File: config.mk
export PLATFORM = sky130hd
export DESIGN_NAME = systolic_skew_feeder
export DESIGN_NICKNAME = d
export VERILOG_FILES = /design/src/rtl/systolic_skew_feeder.sv
export SDC_FILE = /design/constraint.sdc
export NUM_CORES = 1
export LEC_CHECK = 0
export ABC_AREA = 0
export CAP_MARGIN = 20
export CORE_MARGIN = 2
export CORE_UTILIZATION = 35
export CTS_BUF_LIST = sky130_fd_sc_hd__clkbuf_4 sky130_fd_sc_hd__clkbuf_8
export DETAILED_ROUTE_END_ITERATION = 12
export MAX_ROUTING_LAYER = met4
export PLACE_DENSITY = 0.72
export REMOVE_ABC_BUFFERS = 1
export SYNTH_ARGS = -nofsm -noshare
export SYNTH_HDL_FRONTEND = slang
export SYNTH_SLANG_ARGS = --single-unit
export TNS_END_PERCENT = 50
File: constraint.sdc
create_clock -name clk -period 2.3 [get_ports clk]
set_clock_uncertainty 0.1 [all_clocks]
set_input_delay 0.69 -clock clk [delete_from_list [all_inputs] [get_ports clk]]
set_output_delay 0.69 -clock clk [all_outputs]
set_load 0.01 [all_outputs]
File: src/rtl/systolic_skew_feeder.sv
// systolic_skew_feeder
// Edge driver for an N x N systolic MAC array. Takes one A/B vector pair per beat and
// drives diagonally skewed lanes into the array's left column and top row. It also
// sequences one K-beat job as clear, feed, flush and done. A global waitrequest freezes
// all state, so the feeder stays in lockstep with the PEs.
module systolic_skew_feeder #(
    parameter int unsigned N          = 4,
    parameter int unsigned DATA_WIDTH = 8,
    parameter int unsigned CNT_W      = 9
) (
    input  logic                    clk,
    input  logic                    rst,
    input  logic                    start,
    input  logic [CNT_W-1:0]        k_len,
    input  logic                    vec_valid,
    output logic                    vec_ready,
    input  logic [N*DATA_WIDTH-1:0] a_vec,
    input  logic [N*DATA_WIDTH-1:0] b_vec,
    input  logic                    waitrequest,
    output logic [N*DATA_WIDTH-1:0] left_out,
    output logic [N*DATA_WIDTH-1:0] top_out,
    output logic                    acc_clr,
    output logic                    busy,
    output logic                    done
);

    // Flush lasts 2N-1 advance cycles. These are skew drain, array propagate and the
    // final accumulate.
    localparam int unsigned        FLUSH_W    = $clog2(2 * N);
    localparam logic [FLUSH_W-1:0] FLUSH_LAST = FLUSH_W'(2 * N - 2);

    typedef enum logic [1:0] {StIdle, StFeed, StFlush, StDone} state_e;

    state_e             state_q, state_d;
    logic [CNT_W-1:0]   k_len_q, k_len_d;
    logic [CNT_W-1:0]   beat_cnt_q, beat_cnt_d;
    logic [CNT_W-1:0]   beat_cnt_inc;
    logic [FLUSH_W-1:0] flush_cnt_q, flush_cnt_d;

    logic                    advance;
    logic                    beat;
    logic [N*DATA_WIDTH-1:0] a_in;
    logic [N*DATA_WIDTH-1:0] b_in;

    assign advance      = ~waitrequest;
    assign beat         = (state_q == StFeed) & vec_valid & advance;
    assign beat_cnt_inc = beat_cnt_q + CNT_W'(1);

    // A cycle without an accepted beat pushes zeros down every lane. This keeps the A and
    // B wavefronts aligned.
    assign a_in = beat ? a_vec : '0;
    assign b_in = beat ? b_vec : '0;

    // State and counter registers. They load only on advance cycles.
    always_ff @(posedge clk) begin
        if (rst) begin
            state_q     <= StIdle;
            k_len_q     <= '0;
            beat_cnt_q  <= '0;
            flush_cnt_q <= '0;
        end else if (advance) begin
            state_q     <= state_d;
            k_len_q     <= k_len_d;
            beat_cnt_q  <= beat_cnt_d;
            flush_cnt_q <= flush_cnt_d;
        end
    end

    // Next state and counter values, assuming the cycle advances.
    always_comb begin
        state_d     = state_q;
        k_len_d     = k_len_q;
        beat_cnt_d  = beat_cnt_q;
        flush_cnt_d = flush_cnt_q;
        unique case (state_q)
            StIdle: begin
                if (start) begin
                    k_len_d     = k_len;
                    beat_cnt_d  = '0;
                    flush_cnt_d = '0;
                    state_d     = (k_len != '0) ? StFeed : StDone;
                end
            end
            StFeed: begin
                if (vec_valid) begin
                    beat_cnt_d = beat_cnt_inc;
                    if (beat_cnt_inc == k_len_q) begin
                        state_d     = StFlush;
                        flush_cnt_d = '0;
                    end
                end
            end
            StFlush: begin
                if (flush_cnt_q == FLUSH_LAST) begin
                    state_d = StDone;
                end else begin
                    flush_cnt_d = flush_cnt_q + FLUSH_W'(1);
                end
            end
            StDone: begin
                state_d = StIdle;
            end
            default: begin
                state_d = StIdle;
            end
        endcase
    end

    // Handshake and pulse outputs. acc_clr and done are forced low when stalled or in reset.
    always_comb begin
        vec_ready = 1'b0;
        acc_clr   = 1'b0;
        busy      = 1'b0;
        done      = 1'b0;
        unique case (state_q)
            StIdle: begin
                acc_clr = start & advance & ~rst;
            end
            StFeed: begin
                vec_ready = advance & ~rst;
                busy      = ~rst;
            end
            StFlush: begin
                busy = ~rst;
            end
            StDone: begin
                done = advance & ~rst;
            end
            default: begin
                busy = 1'b0;
            end
        endcase
    end

    // Lane i is a delay line of i+1 stages. The last stage drives the array edge.
    for (genvar i = 0; i < N; i++) begin : g_lane
        for (genvar s = 0; s <= i; s++) begin : g_stage
            logic [DATA_WIDTH-1:0] a_q;
            logic [DATA_WIDTH-1:0] b_q;
            logic [DATA_WIDTH-1:0] a_next;
            logic [DATA_WIDTH-1:0] b_next;

            if (s == 0) begin : g_head
                assign a_next = a_in[i*DATA_WIDTH +: DATA_WIDTH];
                assign b_next = b_in[i*DATA_WIDTH +: DATA_WIDTH];
            end else begin : g_body
                assign a_next = g_stage[s-1].a_q;
                assign b_next = g_stage[s-1].b_q;
            end

            // One skew stage. It shifts only on advance cycles.
            always_ff @(posedge clk) begin
                if (rst) begin
                    a_q <= '0;
                    b_q <= '0;
                end else if (advance) begin
                    a_q <= a_next;
                    b_q <= b_next;
                end
            end
        end

        assign left_out[i*DATA_WIDTH +: DATA_WIDTH] = g_stage[i].a_q;
        assign top_out[i*DATA_WIDTH +: DATA_WIDTH]  = g_stage[i].b_q;
    end

endmodule
==> run_results.csv, run 1 <==
group,metric,value,unit
clock_network,ctsRootBufferMaster,"clkbuf_8",
logic_synthesis,synth_top_cell_area_share,53.7,%
worst_hold_path,hp-start,"k_len_q[5]$_SDFFE_PP0P_",
timing,slew_violations,0,
flow_run,drv_cap,0,
timing,setup_viol,2,
logic_synthesis,yosys_warnings,0,
worst_hold_path,min_to,"k_len_q[5]$_SDFFE_PP0P_",
clock_network,h-tree-depth,4,
logic_synthesis,synth_edf_count,0,
timing,finalHoldViolCount,0,
timing,grt_setup_unrepaired,"yes",
worst_setup_path,critPathRequiredTime,2570,ps
floorplanning,die_h,144,µm
routing,vias,5453,
clock_network,numCtsBuffers,17,
final_layout,register_area,3670,µm²
clock_network,cts_tree,"built",
floorplanning,die_w,144,µm
final_layout,area_growth,37.9,%
outcome,violations,"negative setup slack",
worst_hold_path,min_path_type,"reg -> reg",
routing,drt-total-wl,15.3,mm
floorplanning,start_util,35.4,%
timing,fmax,423,MHz
clock_network,insertion_delay,450,ps
logic_synthesis,syn_area,6820,µm²
worst_setup_path,reg2reg_depth,8,
final_layout,drive_above_1_share,13.6,%
routing,drc,0,
logic_synthesis,syn_inst,711,
routing,drt_pass1_iterations,5,
place,gp_congestion,0.833,
pwr,irDropWorstVdd,372,µV
floorplanning,io_pins,146,
floorplanning,rows,51,
worst_setup_path,worst-path-max-fanout,2,
pwr,cellLeakagePower,0.00364,µW
final_layout,utilization,48.8,%
worst_setup_path,regToRegSetupSlack,-60,ps
worst_setup_path,start_kind,"flip-flop",
grt,overflow,0,
worst_setup_path,worstSetupPathType,"reg -> reg",
worst_hold_path,min_delay_path_depth,2,
grt,grtUsageTotal,15.6,%
floorplanning,core,19300,µm²
grt,antenna_found_initial,0,
timing,relSlewSlack,50.1,%
worst_setup_path,end_kind,"flip-flop",
outcome,status,"finished, violations left",
worst_setup_path,r2r_end,"state_q[1]$_SDFFE_PP0P_",
worst_setup_path,timing.rr.start,"beat_cnt_q[1]$_SDFFE_PP0P_",
clock_network,clock_sinks,183,
logic_synthesis,synth-main-ff-cell,"dfxtp_1",
logic_synthesis,synth.area.top_cells,"dfxtp_1 (54%), mux2i_1 (14%), nor2_1 (10%)",
grt,grt_first_pass_wirelength,25.0,mm
place,hpwl,10.1,mm
worst_setup_path,arrival,2630,ps
timing,setup_slack,-62.8,ps
timing,post-route-period-util,103,%
logic_synthesis,ys_ff_latch,183,
routing,viasPerCell,4.75,
logic_synthesis,synth_top_area_cell,"dfxtp_1",
routing,routedWlPerCell,13.3,µm
final_layout,fillCellCount,1851,
final_layout,finalNetCount,957,
logic_synthesis,syn_avg_cell_area,9.59,µm²
clock_network,clk_path_buf_depth,2,
pwr,powerDensity,646,nW/µm²
clock_network,clk_pin_slew,100,ps
place,dp_slack,-641,ps
final_layout,insertedDiodeCount,0,
logic_synthesis,ys_types,43,
timing,fin_crit,2360,ps
place,io_buffers,145,
routing,ant_nets,0,
floorplanning,die_area,20600,µm²
logic_synthesis,synth-seq-area-share,53.7,%
routing,drt_iter0_markers,266,
grt,grt_start_max_net_pins,147,
final_layout,multi_input_area,3100,µm²
timing,worstMarginPinSlew,748,ps
logic_synthesis,synthArstFlopShare,0,%
grt,grt_pass1_vias,5153,
synthesized netlist by cell type, types with 4 or more instances:
library cell,n
buf_1,13
and3_1,4
xnor2_1,8
nor4_1,4
nand2_1,34
o21ai_0,9
mux2i_1,96
a22oi_1,65
a21oi_1,20
inv_1,5
nor3_1,7
nor2_1,182
ha_1,7
dfxtp_1,183
nand3_1,4
clkbuf_1,35
stage by stage:
step           total power, µW  instance area, µm²  hold slack (ps)  TNS (ps)  std cells
3_3_place_gp              3990                8860              358     -4650       1116
5_1_grt                   6370                9400              399      -354       1149
6_report                  6070                9400              373      -105       1149
3_5_place_dp              4000                8860              362     -5440       1116
2_1_floorplan             3550                6620              342    -59920        660
4_1_cts                   6150                9310              376     -75.8       1148
area by class of cell:
type                       instances  area share (%)
tap                              265            3.53
clock inverter                    14            1.53
sequential                       183            39.0
multi-input combinational        472            33.0
timing repair buffer             193            20.2
inverter                           5           0.200
clock buffer                      17            2.49
power breakdown:
part | total, µW | switching [µW] | internal (µW) | leakage (µW)
Sequential | 3250 | 30.6 | 3220 | 0.00148
Clock | 2100 | 1220 | 885 | 0.000185
Combinational | 723 | 346 | 377 | 0.00198
Total | 6070 | 1600 | 4480 | 0.00364
layout by cell type (no fill, tap or decap), drive strengths merged, types with 2 or more instances in the layout:
cell type / instances
a211oi: 3
a21boi: 2
a21oi: 20
a22oi: 65
and3: 4
buf: 52
clkbuf: 19
clkdlybuf4s50: 137
clkinv: 4
clkinvlp: 3
dfxtp: 183
dlygate4sd2: 2
ha: 7
inv: 11
mux2i: 96
nand2: 34
nand2b: 2
nand3: 4
nor2: 182
nor3: 7
nor3b: 2
nor4: 4
o21ai: 9
o31ai: 3
or3: 2
or4: 2
xnor2: 8
xor2: 2
flip-flops by register name (all words and copies together), names as in the netlist:
signal              flops
beat_cnt_q              9
flush_cnt_q             3
g_lane.g_stage.a_q     80
g_lane.g_stage.b_q     80
k_len_q                 9
state_q                 2
logic make-up (layout without fill, tap and decap cells):
logic type / Yosys count / after routing / share of synthesized area (%)
compound gates: 110 / 110 / 11.4
xor+xnor: 10 / 10 / 1.28
fa+ha+maj: 7 / 7 / 1.28
buf+inv: 56 / 229 / 3.27
flops: 183 / 183 / 53.7
mux: 96 / 96 / 14.1
simple gates: 249 / 249 / 14.9
worst max-delay path by stage:
stage / start / end / slack (ps) / cells after the start
finish: beat_cnt_q[1]$_SDFFE_PP0P_ / state_q[1]$_SDFFE_PP0P_ / -60 / 8
global route: beat_cnt_q[1]$_SDFFE_PP0P_ / state_q[1]$_SDFFE_PP0P_ / -160 / 8
global placement: start / acc_clr / -650 / 5
floorplan: vec_valid / g_lane[0].g_stage[0].a_q[0]$_SDFFE_PP0N_ / -930 / 4
CTS: state_q[1]$_SDFFE_PP0P_ / acc_clr / -30 / 6
detailed placement: start / acc_clr / -640 / 5
routing by layer:
layer	vias to the layer above	global-route usage (%)	part of all wire, %
li1	2762	-	-
met3	11	5.66	5.8
met1	2584	18.9	46
met5	-	-	0
met4	0	4.39	1.1
met2	96	24.5	48
repair_timing:
item / CTS / global route
resized for setup: 39 / 17
hold buffers: 0 / 0
endpoints found under the setup margin: 9 / 8
pin swaps: 10 / 7
gates cloned: 0 / 0
setup buffers: 1 / 2
critical path, cell delays in order, from the launching register on:
cell and delay (ps):
dfxtp_2 350, ha_4 250, xnor2_2 140, o211ai_2 110, a211oi_2 210, o2111ai_2 170, o21a_1 220, or4_4 490
a221oi_2 240
(Power assumes the default switching activity.)
==> run 2: changes to the inputs <==
Settings changed: MAX_ROUTING_LAYER met4 to default, PLACE_DENSITY 0.72 to 0.7.
Clock period 2.3 ns to 2.8 ns, I/O delays scaled along.
==> run_results.csv, run 2 (synthesized netlist as in run 1, its figures left out) <==
group,metric,value,unit
timing,grt_setup_unrepaired,"no",
final_layout,drive_above_1_share,7.58,%
worst_setup_path,arrival,1640,ps
final_layout,area_growth,31.8,%
grt,grt_first_pass_wirelength,23.5,mm
timing,fmax,388,MHz
routing,ant_nets,0,
routing,drc,0,
final_layout,fillCellCount,1863,
final_layout,postLayoutCellArea,8990,µm²
floorplanning,core,19300,µm²
clock_network,cts_hold_buf,0,
worst_setup_path,worst-path-buf-inv,2,
clock_network,postCtsSetupRepairBufs,0,
timing,post-route-period-util,92.1,%
outcome,status,"complete, no violations",
pwr,p_total,4940,µW
timing,finalHoldViolCount,0,
routing,drt_iter0_markers,277,
flow_run,drv_cap,0,
pwr,powerDensity,549,nW/µm²
worst_setup_path,end_kind,"output pin",
clock_network,insertion_delay,450,ps
final_layout,insertedDiodeCount,0,
worst_hold_path,min_path_type,"reg -> reg",
timing,slew_violations,0,
final_layout,utilization,46.6,%
worst_setup_path,critPathRequiredTime,1860,ps
grt,grtUsageTotal,14.3,%
worst_setup_path,worst-path-max-fanout,3,
grt,overflow,0,
final_layout,register_area,3670,µm²
routing,routedWlPerCell,13.0,µm
floorplanning,die_area,20600,µm²
timing,setup-tns-final,0,ps
clock_network,h-tree-depth,4,
place,io_buffers,145,
final_layout,multi_input_area,2940,µm²
worst_setup_path,start_kind,"flip-flop",
grt,grt_start_max_net_pins,155,
routing,viasPerCell,4.72,
clock_network,clock_sinks,183,
clock_network,numCtsBuffers,17,
worst_setup_path,max_stage_delay,340,ps
floorplanning,die_w,144,µm
routing,vias,5300,
worst_setup_path,cpMaxStageDelayCell,"dfxtp_1",
place,hpwl,9.50,mm
grt,antenna_found_initial,1,
worst_setup_path,cp_top_family,"simple AND/OR/NAND/NOR gates",
timing,fin_crit,2580,ps
floorplanning,die_h,144,µm
place,placed_area,8600,µm²
clock_network,ctsRootBufferMaster,"clkbuf_8",
clock_network,cts_tree,"built",
floorplanning,io_pins,146,
grt,grt_pass1_vias,4873,
pwr,cellLeakagePower,0.00349,µW
place,gp_congestion,0.845,
floorplanning,start_util,35.4,%
routing,drt-total-wl,14.6,mm
final_layout,layout_common_cells,"nor2_1 (181), dfxtp_1 (180), clkdlybuf4s50_1 (138), mux2i_1 (96), a22oi_1 (65)",
timing,worstMarginPinSlew,700,ps
worst_setup_path,crit_chain,"inv_1 > ha_1 > nand2_1 > or2_2 > nor2_1 > buf_2",
final_layout,final_common_cell,"nor2_1",
final_layout,finalNetCount,929,
clock_network,clk_path_buf_depth,2,
clock_network,clk_pin_slew,100,ps
final_layout,largest_registers,"g_lane.g_stage.a_q: 80 flops, g_lane.g_stage.b_q: 80 flops",
worst_setup_path,worstSetupPathType,"reg -> out",
pwr,irDropWorstVdd,338,µV
floorplanning,rows,51,
timing,setup_viol,0,
timing,relSlewSlack,53.3,%
routing,drt_pass1_iterations,5,
==> run 2: per-layer routing <==
layer | track usage [%] | part of all wire (%) | vias up
met4 | 4.18 | 1.3 | 2
li1 | - | - | 2714
met1 | 17.6 | 45 | 2455
met5 | 0 | 0.096 | -
met2 | 22.3 | 45 | 114
met3 | 6.96 | 8.1 | 15
==> run 2: power by group <==
group / internal (µW) / switching [µW]
sequential: 2640 / 25.7
clock: 768 / 995
combinational: 256 / 248
==> run 2: worst register-to-register path, delay by kind of cell (launching register included) <==
| family | cells | cell delay, ps |
|---|---|---|
| AND/OR/NAND/NOR | 3 | 910 |
| AO/OA/AOI/OAI | 3 | 700 |
| flip-flops | 1 | 400 |
| adder cells (fa/ha/maj) | 1 | 240 |
| XOR/XNOR | 1 | 140 |
==> run 2: cell type report <==
type,count,area share [%]
Clock buffer,19,2.84
Clock inverter,13,1.53
Inverter,5,0.209
Multi-Input combinational cell,472,32.7
Sequential cell,183,40.8
Tap cell,265,3.69
Timing Repair Buffer,165,18.2
==> run 2: final timing paths <==
check / startpoint / endpoint / slack, ps / cells past startpoint
min reg2reg: k_len_q[3]$_SDFFE_PP0P_ / k_len_q[3]$_SDFFE_PP0P_ / 380 / 2
max: state_q[1]$_SDFFE_PP0P_ / acc_clr / 220 / 6
min: k_len_q[3]$_SDFFE_PP0P_ / k_len_q[3]$_SDFFE_PP0P_ / 380 / 2
max reg2reg: beat_cnt_q[0]$_SDFFE_PP0P_ / state_q[0]$_SDFFE_PP0P_ / 220 / 8
==> run 2: stage by stage <==
stage / hold slack [ps] / cells / worst slack (ps)
after floorplan: 342 / 660 / -583
after global placement: 360 / 1090 / -451
after detailed placement: 365 / 1090 / -440
after CTS: 380 / 1122 / 109
after global routing: 390 / 1122 / 47.2
final: 378 / 1122 / 222
==> run 2: timing repair <==
item | CTS | global route
endpoints found under the setup margin | 4 | 2
hold endpoints to repair | 0 | 0
cloned | 0 | 0
resized for setup | 9 | 3
pin swaps | 0 | 0
